**config.mk**
```make
export PLATFORM = sky130hd
export DESIGN_NAME = bloom_mask_writer
export DESIGN_NICKNAME = d
export VERILOG_FILES = /design/src/rtl/bloom_mask_writer.sv
export SDC_FILE = /design/constraint.sdc
export NUM_CORES = 1
export LEC_CHECK = 0
export BUFFER_PORTS_ARGS = -buffer_cell sky130_fd_sc_hd__buf_2
export CAP_MARGIN = 5
export CORE_AREA = 8 8 259 211
export CTS_CLUSTER_DIAMETER = 50
export CTS_CLUSTER_SIZE = 24
export DETAILED_ROUTE_END_ITERATION = 10
export DIE_AREA = 0 0 267 219
export PLACE_DENSITY = 0.7
export SLEW_MARGIN = 10
export SYNTH_ARGS = -nofsm -noshare
export SYNTH_HDL_FRONTEND = slang
export SYNTH_SLANG_ARGS = --single-unit
```
**constraint.sdc**
```tcl
create_clock -name clk -period 4.62 [get_ports clk]
set_input_delay 0.462 -clock clk [delete_from_list [all_inputs] [get_ports clk]]
set_output_delay 0.462 -clock clk [all_outputs]
set_load 0.02 [all_outputs]
```
**src/rtl/bloom_mask_writer.sv**
```systemverilog
// Programming side of the packet Bloom filter: sets four mask bits per insert, one per
// cycle, and clears the 512-bit mask one 32-bit word per cycle. Define BLOOM_WR_POPCOUNT_EN for pop_cnt.
module bloom_mask_writer (
    input  logic         clk,
    input  logic         rst,
    input  logic         in_valid,
    output logic         in_ready,
    input  logic [8:0]   idx0,
    input  logic [8:0]   idx1,
    input  logic [8:0]   idx2,
    input  logic [8:0]   idx3,
    input  logic         clr_req,
    output logic [511:0] mask,
    output logic         busy,
    output logic         done,
    output logic [15:0]  insert_cnt,
    output logic [9:0]   pop_cnt
);

    typedef enum logic [1:0] {
        IDLE,
        SET,
        CLEAR,
        DONE
    } state_t;

    state_t     state;
    logic [8:0] idx_q [4];
    logic [1:0] k;
    logic [3:0] w;
    logic [8:0] cur_idx;

    always_comb begin
        in_ready = (state == IDLE);
        cur_idx  = idx_q[k];
    end

    always_ff @(posedge clk) begin
        if (rst) begin
            state      <= IDLE;
            mask       <= '0;
            busy       <= 1'b0;
            done       <= 1'b0;
            insert_cnt <= '0;
            k          <= '0;
            w          <= '0;
        end else begin
            case (state)
                IDLE: begin
                    done <= 1'b0;
                    // Clear wins over a simultaneous insert; that insert is dropped.
                    if (clr_req) begin
                        state <= CLEAR;
                        w     <= '0;
                        busy  <= 1'b1;
                    end else if (in_valid) begin
                        idx_q[0] <= idx0;
                        idx_q[1] <= idx1;
                        idx_q[2] <= idx2;
                        idx_q[3] <= idx3;
                        k        <= '0;
                        state    <= SET;
                        busy     <= 1'b1;
                    end
                end
                SET: begin
                    mask[cur_idx] <= 1'b1;
                    k             <= k + 2'd1;
                    if (k == 2'd3) begin
                        state <= DONE;
                        done  <= 1'b1;
                        if (insert_cnt != 16'hFFFF) begin
                            insert_cnt <= insert_cnt + 16'd1;
                        end
                    end
                end
                CLEAR: begin
                    mask[{w, 5'd0} +: 32] <= '0;
                    w                     <= w + 4'd1;
                    if (w == 4'd15) begin
                        state      <= DONE;
                        done       <= 1'b1;
                        insert_cnt <= '0;
                    end
                end
                DONE: begin
                    done  <= 1'b0;
                    busy  <= 1'b0;
                    state <= IDLE;
                end
                default: state <= IDLE;
            endcase
        end
    end

`ifdef BLOOM_WR_POPCOUNT_EN
    // Counts only 0->1 transitions, so duplicates within or across inserts count once.
    always_ff @(posedge clk) begin
        if (rst) begin
            pop_cnt <= '0;
        end else if (state == SET && !mask[cur_idx]) begin
            pop_cnt <= pop_cnt + 10'd1;
        end else if (state == CLEAR && w == 4'd15) begin
            pop_cnt <= '0;
        end
    end
`else
    always_comb begin
        pop_cnt = '0;
    end
`endif

endmodule
```
Yosys cells after proc, flatten, opt, wreduce, memory -nomap -nowiden
Memories as Yosys holds them, arrays and structs flattened. A register that Yosys moved wholly into a read port is not among the register bits.
Cells that the tools add are included.

storage, ports and cells
  logic and storage cells = 74
  RAM bits = 36
  memories kept = 1
  output and inout port bits = 541
  bits of input ports = 40
  register bits after elaboration = 538

operators by class
  equal/unequal tests = 13
  shifts and indexed selects = 2
  bitwise gates (word level) = 1
  $add $sub $neg = 4
  reductions and logical operators = 13
  order comparisons = 2
  multiplexer cells = 31

memory list
  memory  words  bits a word  read ports  clocked after memory_dff  wr ports  line  source
  idx_q   4      9            1           1                         4         28    logic [8:0] idx_q [4];

operators by type and width
  kind                                                                count
  case mux 512 bit (2 select lines)                                   1
  bitwise mux 512 bit                                                 1
  OR 512 bit                                                          1
  variable shift 32 x 11 -> 512 bit (first input constant)            1
  variable part select 32 x 11 -> 512 bit (first input constant)      1
  2-to-1 mux 16 bit                                                   3
  case mux 16 bit (2 select lines)                                    1
  adder 16 x 1 -> 16 bit (second input constant)                      1
  2-to-1 mux 2 bit                                                    8
  != test 16 bit (second input constant)                              1
  negation 9 -> 11 bit                                                1
  less-than comparator 9 x 10 -> 1 bit (second input constant)        1
  2-to-1 mux 1 bit                                                    10
  != test 2 bit (second input constant)                               5
  demux 1 bit (select 9 bit)                                          1
  greater-or-equal comparator 9 x 1 -> 1 bit (second input constant)  1
  case mux 2 bit (4 select lines)                                     1
  case mux 4 bit (2 select lines)                                     1
  nonzero test 2 bit                                                  4
  equality test 2 bit (second input constant)                         3
  AND reduction 2 bit                                                 3
  AND reduction 3 bit                                                 2
  adder 4 x 1 -> 4 bit (second input constant)                        1
  equality test 4 bit (second input constant)                         1
  12 further kinds                                                    12

Logic depth before layout (Yosys ltp)
Gate-level depths: netlist of the first run.

  depth in word-level cells = 6
  depth in mapped cells = 11
  mapped depth without buffers = 7

Worst setup path after synthesis of the first run
No wires, ideal clock.

  path kind = in2reg
  from = input port rst
  to = memory idx_q[0][0], enable pin
  setup slack = 362 ps
  data required time = 4,146 ps
  arrival = 3,784 ps
  setup time = 474 ps
  buffers on the path = 4
  stages = 5
  cell sequence = clkbuf_1 -> clkbuf_1 -> clkbuf_1 -> clkbuf_1 -> nor3_1

RTL lines
  item         line  source
  from (decl)  5     input logic rst,
  to (decl)    28

==> flow_summary.yaml, run 1 <==
critical_path:
  crit_arrival_ns: 3.95
  critPathKind: "reg2reg"
  setup.worst_path.end_class: "register"
  cp.required_ns: 5.15
  crit_chain: "mux4_2, or3_1, nor3_1, a21oi_1, nor2_1"
  worstPathMaxFanout: 23
  worstRegToRegCells: 5
  start_kind: "register"
  r2r-end: "mask[260]"
  r2r_slack_ns: 1.20
  critPathMaxStageDelay_ns: 0.84
  slowest_stage: "nor3_1"
sta:
  fmax_mhz: 292
  slew_headroom: 0.181
  fin_tns_setup_ns: 0
  post-route-worst-setup-slack_ns: 1.20
  slew_viol_final: 0
  worst_slew_pin_slew_ns: 1.22
  setup_viol: 0
  fin_crit_sh: 0.740
  rsz0062_at_grt: "false"
  min_period_ns: 3.42
  hold_viol: 0
  fin_skew_ns: 0.0241
synth:
  netlist.area_leader.share: 0.544
  yosys.area.top_type: "dfxtp_1"
  seq_area_frac_synth: 0.598
  async_flop_share: 0
  synth_flop_cell: "dfxtp_1"
  syn_inst: 1962
  avgSynthCellArea_um2: 10.1
  synthesis.area_mm2: 0.0199
  synth-seq-cells: 576
  synth_edf_count: 36
  ys_types: 75
  synth_area_leaders: "dfxtp_1, a22o_1, edfxtp_1"
  yosys_warnings: 0
clocking:
  post_cts_buffers: 0
  cts_root_buf: "clkbuf_16"
  post_cts_resized: 0
  clockBufferDepth: 3
  cts_buffers: 45
  ctsHtreeMaxLevel: 2
  cts_tree: "done"
  path_clk_slew_ns: 0.08
  hold_buffers: 0
  clkLatencyLatePin_ns: 0.60
  clock-sinks: 576
placed_design:
  dp_slack_ns: 1.24
  dpl_cell_area_mm2: 0.0234
  portBuffers: 570
  dp_cells: 3123
  dp_hpwl_um: 60700
  gp_congestion: 0.878
floorplan:
  die_y_um: 219
  coreArea_mm2: 0.0505
  die_area_mm2: 0.0585
  start_util: 0.394
  die_w_um: 267
  rows: 74
  design.portCount: 581
cells_and_area:
  layout-drive-gt1-share: 0.296
  num-nets-final: 2536
  num_antenna_cells: 0
  area_growth_pct: 26.4
  final_cells: 3207
  design_area_mm2: 0.0251
hold_path:
  hp-start: "idx0[4]"
  hold_path_depth: 1
  hp-class: "in2reg"
  min_to: "idx_q[0][4]"
global_route:
  grt_overflow: 0
  grt_pass1_wl_um: 115000
  antenna_found_initial: 2
  grt_pass1_vias: 17200
  grt_max_degree: 53
  grt_usage: 0.259
power_and_ir_drop:
  p_clk_frac: 0.404
  power.density_mw_per_mm2: 424
  p_sw_uw: 3190
  comb_power_share: 0.115
  internal_power_uw: 7480
  p_leak_uw: 0.0110
  ir_worst_vdd_mv: 0.310
  p_seq_frac: 0.481
  switching_share: 0.299
flow_run:
  cap_viol_max_count: 0
routing:
  first_pass_iters: 6
  drcViolationCount: 0
  routed-via-count: 17800
  antenna_left: 0
  wl_per_cell_um: 25.0
  avgViaCountPerCell: 5.55
  wl_um: 80200
  drt_iter0_markers: 1863
run_status:
  status: "finished, final reports clean"
[per-stage QoR]
step	utilization	total power (uW)	hold WS, ns
5_1_grt	0.498	11000	0.0163
2_1_floorplan	-	6000	0.458
3_3_place_gp	0.465	6410	0.427
6_report	0.498	10700	0.0359
3_5_place_dp	0.465	6440	0.437
4_1_cts	0.498	10700	0.00499
[synth_stat cells (all sizes together) (3+ instances only)]
master     n
a211oi    21
a21o      10
a21oi    103
a221oi     4
a22o     213
a22oi      4
a31oi      5
a32o      16
and2      10
and3      10
buf       37
clkbuf   101
dfxtp    540
edfxtp    36
ha        10
inv       10
mux4       9
nand2    255
nand2b    13
nand3     28
nand3b     7
nand4      5
nor2     182
nor2b     13
nor3      34
nor3b      4
nor4       8
o21a       6
o21ai    201
o2bb2ai   14
o31ai      5
or2        6
or3        3
or4        4
xor2       3
[state kept, by name, summed over array words and instances (netlist names), named ones only]
signal      cells
done            1
w               4
busy            1
k               2
insert_cnt     16
idx_q          36
mask          512
state           2
[routing by layer]
layer	wire, um	GRT usage
met1	33200	0.336
met2	36100	0.410
met3	8300	0.0776
met4	2590	0.0882
met5	19	0
[critical path, delay by kind of cell (launching register included)]
family | cells | cell delay, ns
flops | 1 | 0.65
mux | 1 | 0.83
compound gates | 1 | 0.17
simple gates | 3 | 1.70
[kinds of logic (layout without fill, tap and decap cells)]
family / count (synthesis) / in the layout / synth area share
AO/OA/AOI/OAI: 617 / 617 / 0.212
XOR/XNOR: 3 / 3 / 0.00132
adder cells (fa/ha/maj): 10 / 10 / 0.00629
buffers and inverters: 148 / 700 / 0.0323
flip-flops: 576 / 576 / 0.598
multiplexers: 12 / 12 / 0.0121
other: 1 / 10 / 0.000189
AND/OR/NAND/NOR: 595 / 595 / 0.138
[power groups by stage]
stage	Sequential [uW]	Combinational [uW]	Clock, uW
floorplan	5230	762	0
global placement	5240	1180	0
detailed placement	5240	1200	0
CTS	5120	1200	4370
global route	5130	1320	4570
finish	5120	1230	4310
[placed cells by master (no fill, tap or decap), types with 10 or more instances in the layout]
master       n
buf_2      569
dfxtp_1    540
nand2_1    255
a22o_1     213
o21ai_0    200
nor2_1     171
a21oi_1     96
clkbuf_16   47
buf_4       37
edfxtp_1    36
nand3_1     28
nor3_1      23
a211oi_1    20
a32o_1      16
o2bb2ai_1   14
nand2b_1    13
nor2b_1     12
nor3_2      10
and3_1      10
a21o_1      10
ha_1        10
conb_1      10
[area by class of cell]
| class | count | area [um2] |
|---|---|---|
| fill | 4567 | 25300 |
| sequential | 576 | 11900 |
| multi-input combinational | 1247 | 7550 |
| timing repair buffer | 606 | 3130 |
| clock buffer | 50 | 1210 |
| tap | 684 | 856 |
| clock inverter | 34 | 463 |
| inverter | 10 | 37.5 |
[how the worst max path moves through the flow]
stage | startpoint | slack [ns] | endpoint
after floorplan | rst | 0.36 | idx_q[0][0]
after global placement | register | 1.34 | mask[196]
after detailed placement | register | 1.24 | mask[269]
after CTS | register | 1.24 | mask[260]
after global routing | register | 1.02 | mask[256]
final | register | 1.20 | mask[260]
No activity file was read; power rests on OpenSTA's default activity.
==> run 2: changes to the inputs <==
--- a/config.mk
+++ b/config.mk
@@ -12,7 +12,7 @@
 export CTS_CLUSTER_SIZE = 24
 export DETAILED_ROUTE_END_ITERATION = 10
 export DIE_AREA = 0 0 267 219
-export PLACE_DENSITY = 0.7
+export PLACE_DENSITY = 0.72
 export SLEW_MARGIN = 10
 export SYNTH_ARGS = -nofsm -noshare
 export SYNTH_HDL_FRONTEND = slang
==> constraint.sdc (replaced) <==
create_clock -name clk -period 2.7 [get_ports clk]
set_input_delay 0.27 -clock clk [delete_from_list [all_inputs] [get_ports clk]]
set_output_delay 0.27 -clock clk [all_outputs]
set_load 0.02 [all_outputs]
==> run 2 against run 1 <==
Net effect: critical endpoint is now mask[10]; critical path depth rose by 2; register-to-register slack worse by 1.1 ns; via count up 3.2%; hold slack better by 0.093 ns; worst setup slack lost 1.1 ns; sequential power is 71% higher; final area is 4.6% higher; critical path type unchanged; utilization up 2.3 points; clock skew fell by 0.0026 ns; routed wire length fell by 1.5%.
==> flow_summary.yaml, run 2 (synthesized netlist as in run 1, its figures left out) <==
run_status:
  status: "finished, final reports clean"
power_and_ir_drop:
  ir_worst_vdd_mv: 0.612
  p_leak_uw: 0.0117
  power.density_mw_per_mm2: 708
  p_total_uw: 18600
global_route:
  grt_pass1_wl_um: 114000
  grt_usage: 0.254
  grt_pass1_vias: 17700
  antenna_found_initial: 1
  grt_max_degree: 71
  grt_overflow: 0
sta:
  slew_headroom: 0.297
  fin_crit_sh: 0.958
  hold_viol: 0
  post-route-worst-setup-slack_ns: 0.113
  fin_skew_ns: 0.0215
  rsz0062_at_grt: "true"
  setup_viol: 0
  fmax_mhz: 387
  worst_slew_pin_slew_ns: 1.05
  min_period_ns: 2.59
  whs_ns: 0.128
  slew_viol_final: 0
floorplan:
  design.portCount: 581
  die_y_um: 219
  coreArea_mm2: 0.0505
  start_util: 0.394
  rows: 74
  die_area_mm2: 0.0585
  die_w_um: 267
critical_path:
  start_kind: "register"
  r2r-end: "mask[10]"
  r2r_slack_ns: 0.11
  worstRegToRegCells: 7
  slowest_stage: "mux4_1"
  crit_chain: "buf_12, mux4_1, buf_4, inv_2, and3_1, nand2_1, o21ai_0"
  cp.required_ns: 3.20
  crit_arrival_ns: 3.09
  worstPathMaxFanout: 14
  path_delay_family: "simple AND/OR/NAND/NOR gates"
  critPathKind: "reg2reg"
  critPathMaxStageDelay_ns: 0.60
  setup.worst_path.end_class: "register"
  crit_buf_inv: 3
routing:
  dr_wl_met3_um: 6930
  wl_um: 79000
  first_pass_iters: 6
  dr_wl_met2_um: 36400
  drcViolationCount: 0
  antenna_left: 0
  wl_per_cell_um: 23.7
  routed.top_layer: "met5"
  routed-via-count: 18400
  drt_iter0_markers: 1969
  avgViaCountPerCell: 5.51
  drt-met1-wl_um: 32600
placed_design:
  dp_cells: 3212
  gp_congestion: 0.890
  portBuffers: 570
  dp_slack_ns: -0.0924
  dp_hpwl_um: 59900
cells_and_area:
  largest_reg_flops: 512
  layout_common_cells: "buf_2, dfxtp_1, nand2_1"
  regMostFlops: "mask"
  area_growth_pct: 32.2
  num-nets-final: 2662
  layout_commonest_cell: "buf_2"
  final_cells: 3334
  utilization: 0.521
  top_regs: "mask: 512 flops, idx_q: 36 flops, insert_cnt: 16 flops"
  layout-drive-gt1-share: 0.317
hold_path:
  min_to: "busy"
  hp-class: "in2reg"
  hold_path_depth: 4
  hp-start: "in_valid"
clocking:
  path_clk_slew_ns: 0.09
  cts_root_buf: "clkbuf_16"
  cts_tree: "done"
  cts_buffers: 46
  clkLatencyLatePin_ns: 0.59
  ctsHtreeMaxLevel: 2
  clock-sinks: 576
  clockBufferDepth: 3
flow_run:
  cap_viol_max_count: 0
==> run 2: cell types whose count changed in the layout (fill, tap and decap cells not counted), sizes merged <==
cell and change:
buf +89, dlygate4sd3 +36, clkinv -2, clkinvlp +2
inv +2, bufinv -1, diode +1
==> run 2: tightest hold or removal path, delay by kind of cell <==
kind	cells	cell delay, ns
and+or+nand+nor	2	0.20
AOI/OAI and AO/OA	1	0.08
buffers and inverters	1	0.10
==> run 2: cell type report <==
class                           instances  area [um2]
Antenna cell                            1        2.50
Clock buffer                           50        1230
Clock inverter                         35         464
Fill cell                            4473       24200
Inverter                               10        37.5
Multi-Input combinational cell       1247        7590
Sequential cell                       576       11900
Tap cell                              684         856
Timing Repair Buffer                  731        4220
==> run 2: worst max path at each step <==
| stage | cells past startpoint | slack [ns] | start | end |
|---|---|---|---|---|
| 3_3_place_gp | 7 | -0.03 | register | mask[256] |
| 6_report | 7 | 0.11 | register | mask[10] |
| 5_1_grt | 9 | -0.02 | state[0] | mask[279] |
| 2_1_floorplan | 10 | 0.001 | w[0] | mask[118] |
| 4_1_cts | 8 | 0.04 | register | mask[471] |
| 3_5_place_dp | 6 | -0.09 | state[0] | mask[340] |
==> run 2: stage by stage <==
| step | instance area, um2 | TNS, ns |
|---|---|---|
| global placement | 24200 | -0.150 |
| finish | 26300 | 0 |
| floorplan | 19900 | 0 |
| CTS | 26200 | 0 |
| detailed placement | 24200 | -0.710 |
| global route | 26300 | -0.0174 |
==> run 2: repair_timing <==
item                                   CTS  global route
cloned                                   0             0
gates resized for setup                  2             9
setup endpoints to repair               12            44
setup buffers                            0             0
endpoints found under the hold margin   36             0
hold buffers                            36             0
==> run 2: per-layer routing <==
metal,GRT usage,vias to the layer above
met5,0,-
met4,0.101,2
met3,0.0549,178
met2,0.411,989
met1,0.330,8889
li1,-,8321
==> run 2: where the power goes <==
group / internal (uW) / leakage (uW) / switching, uW
sequential: 8670 / 0.00468 / 55.9
combinational: 722 / 0.00619 / 1780
clock: 3640 / 0.000807 / 3760
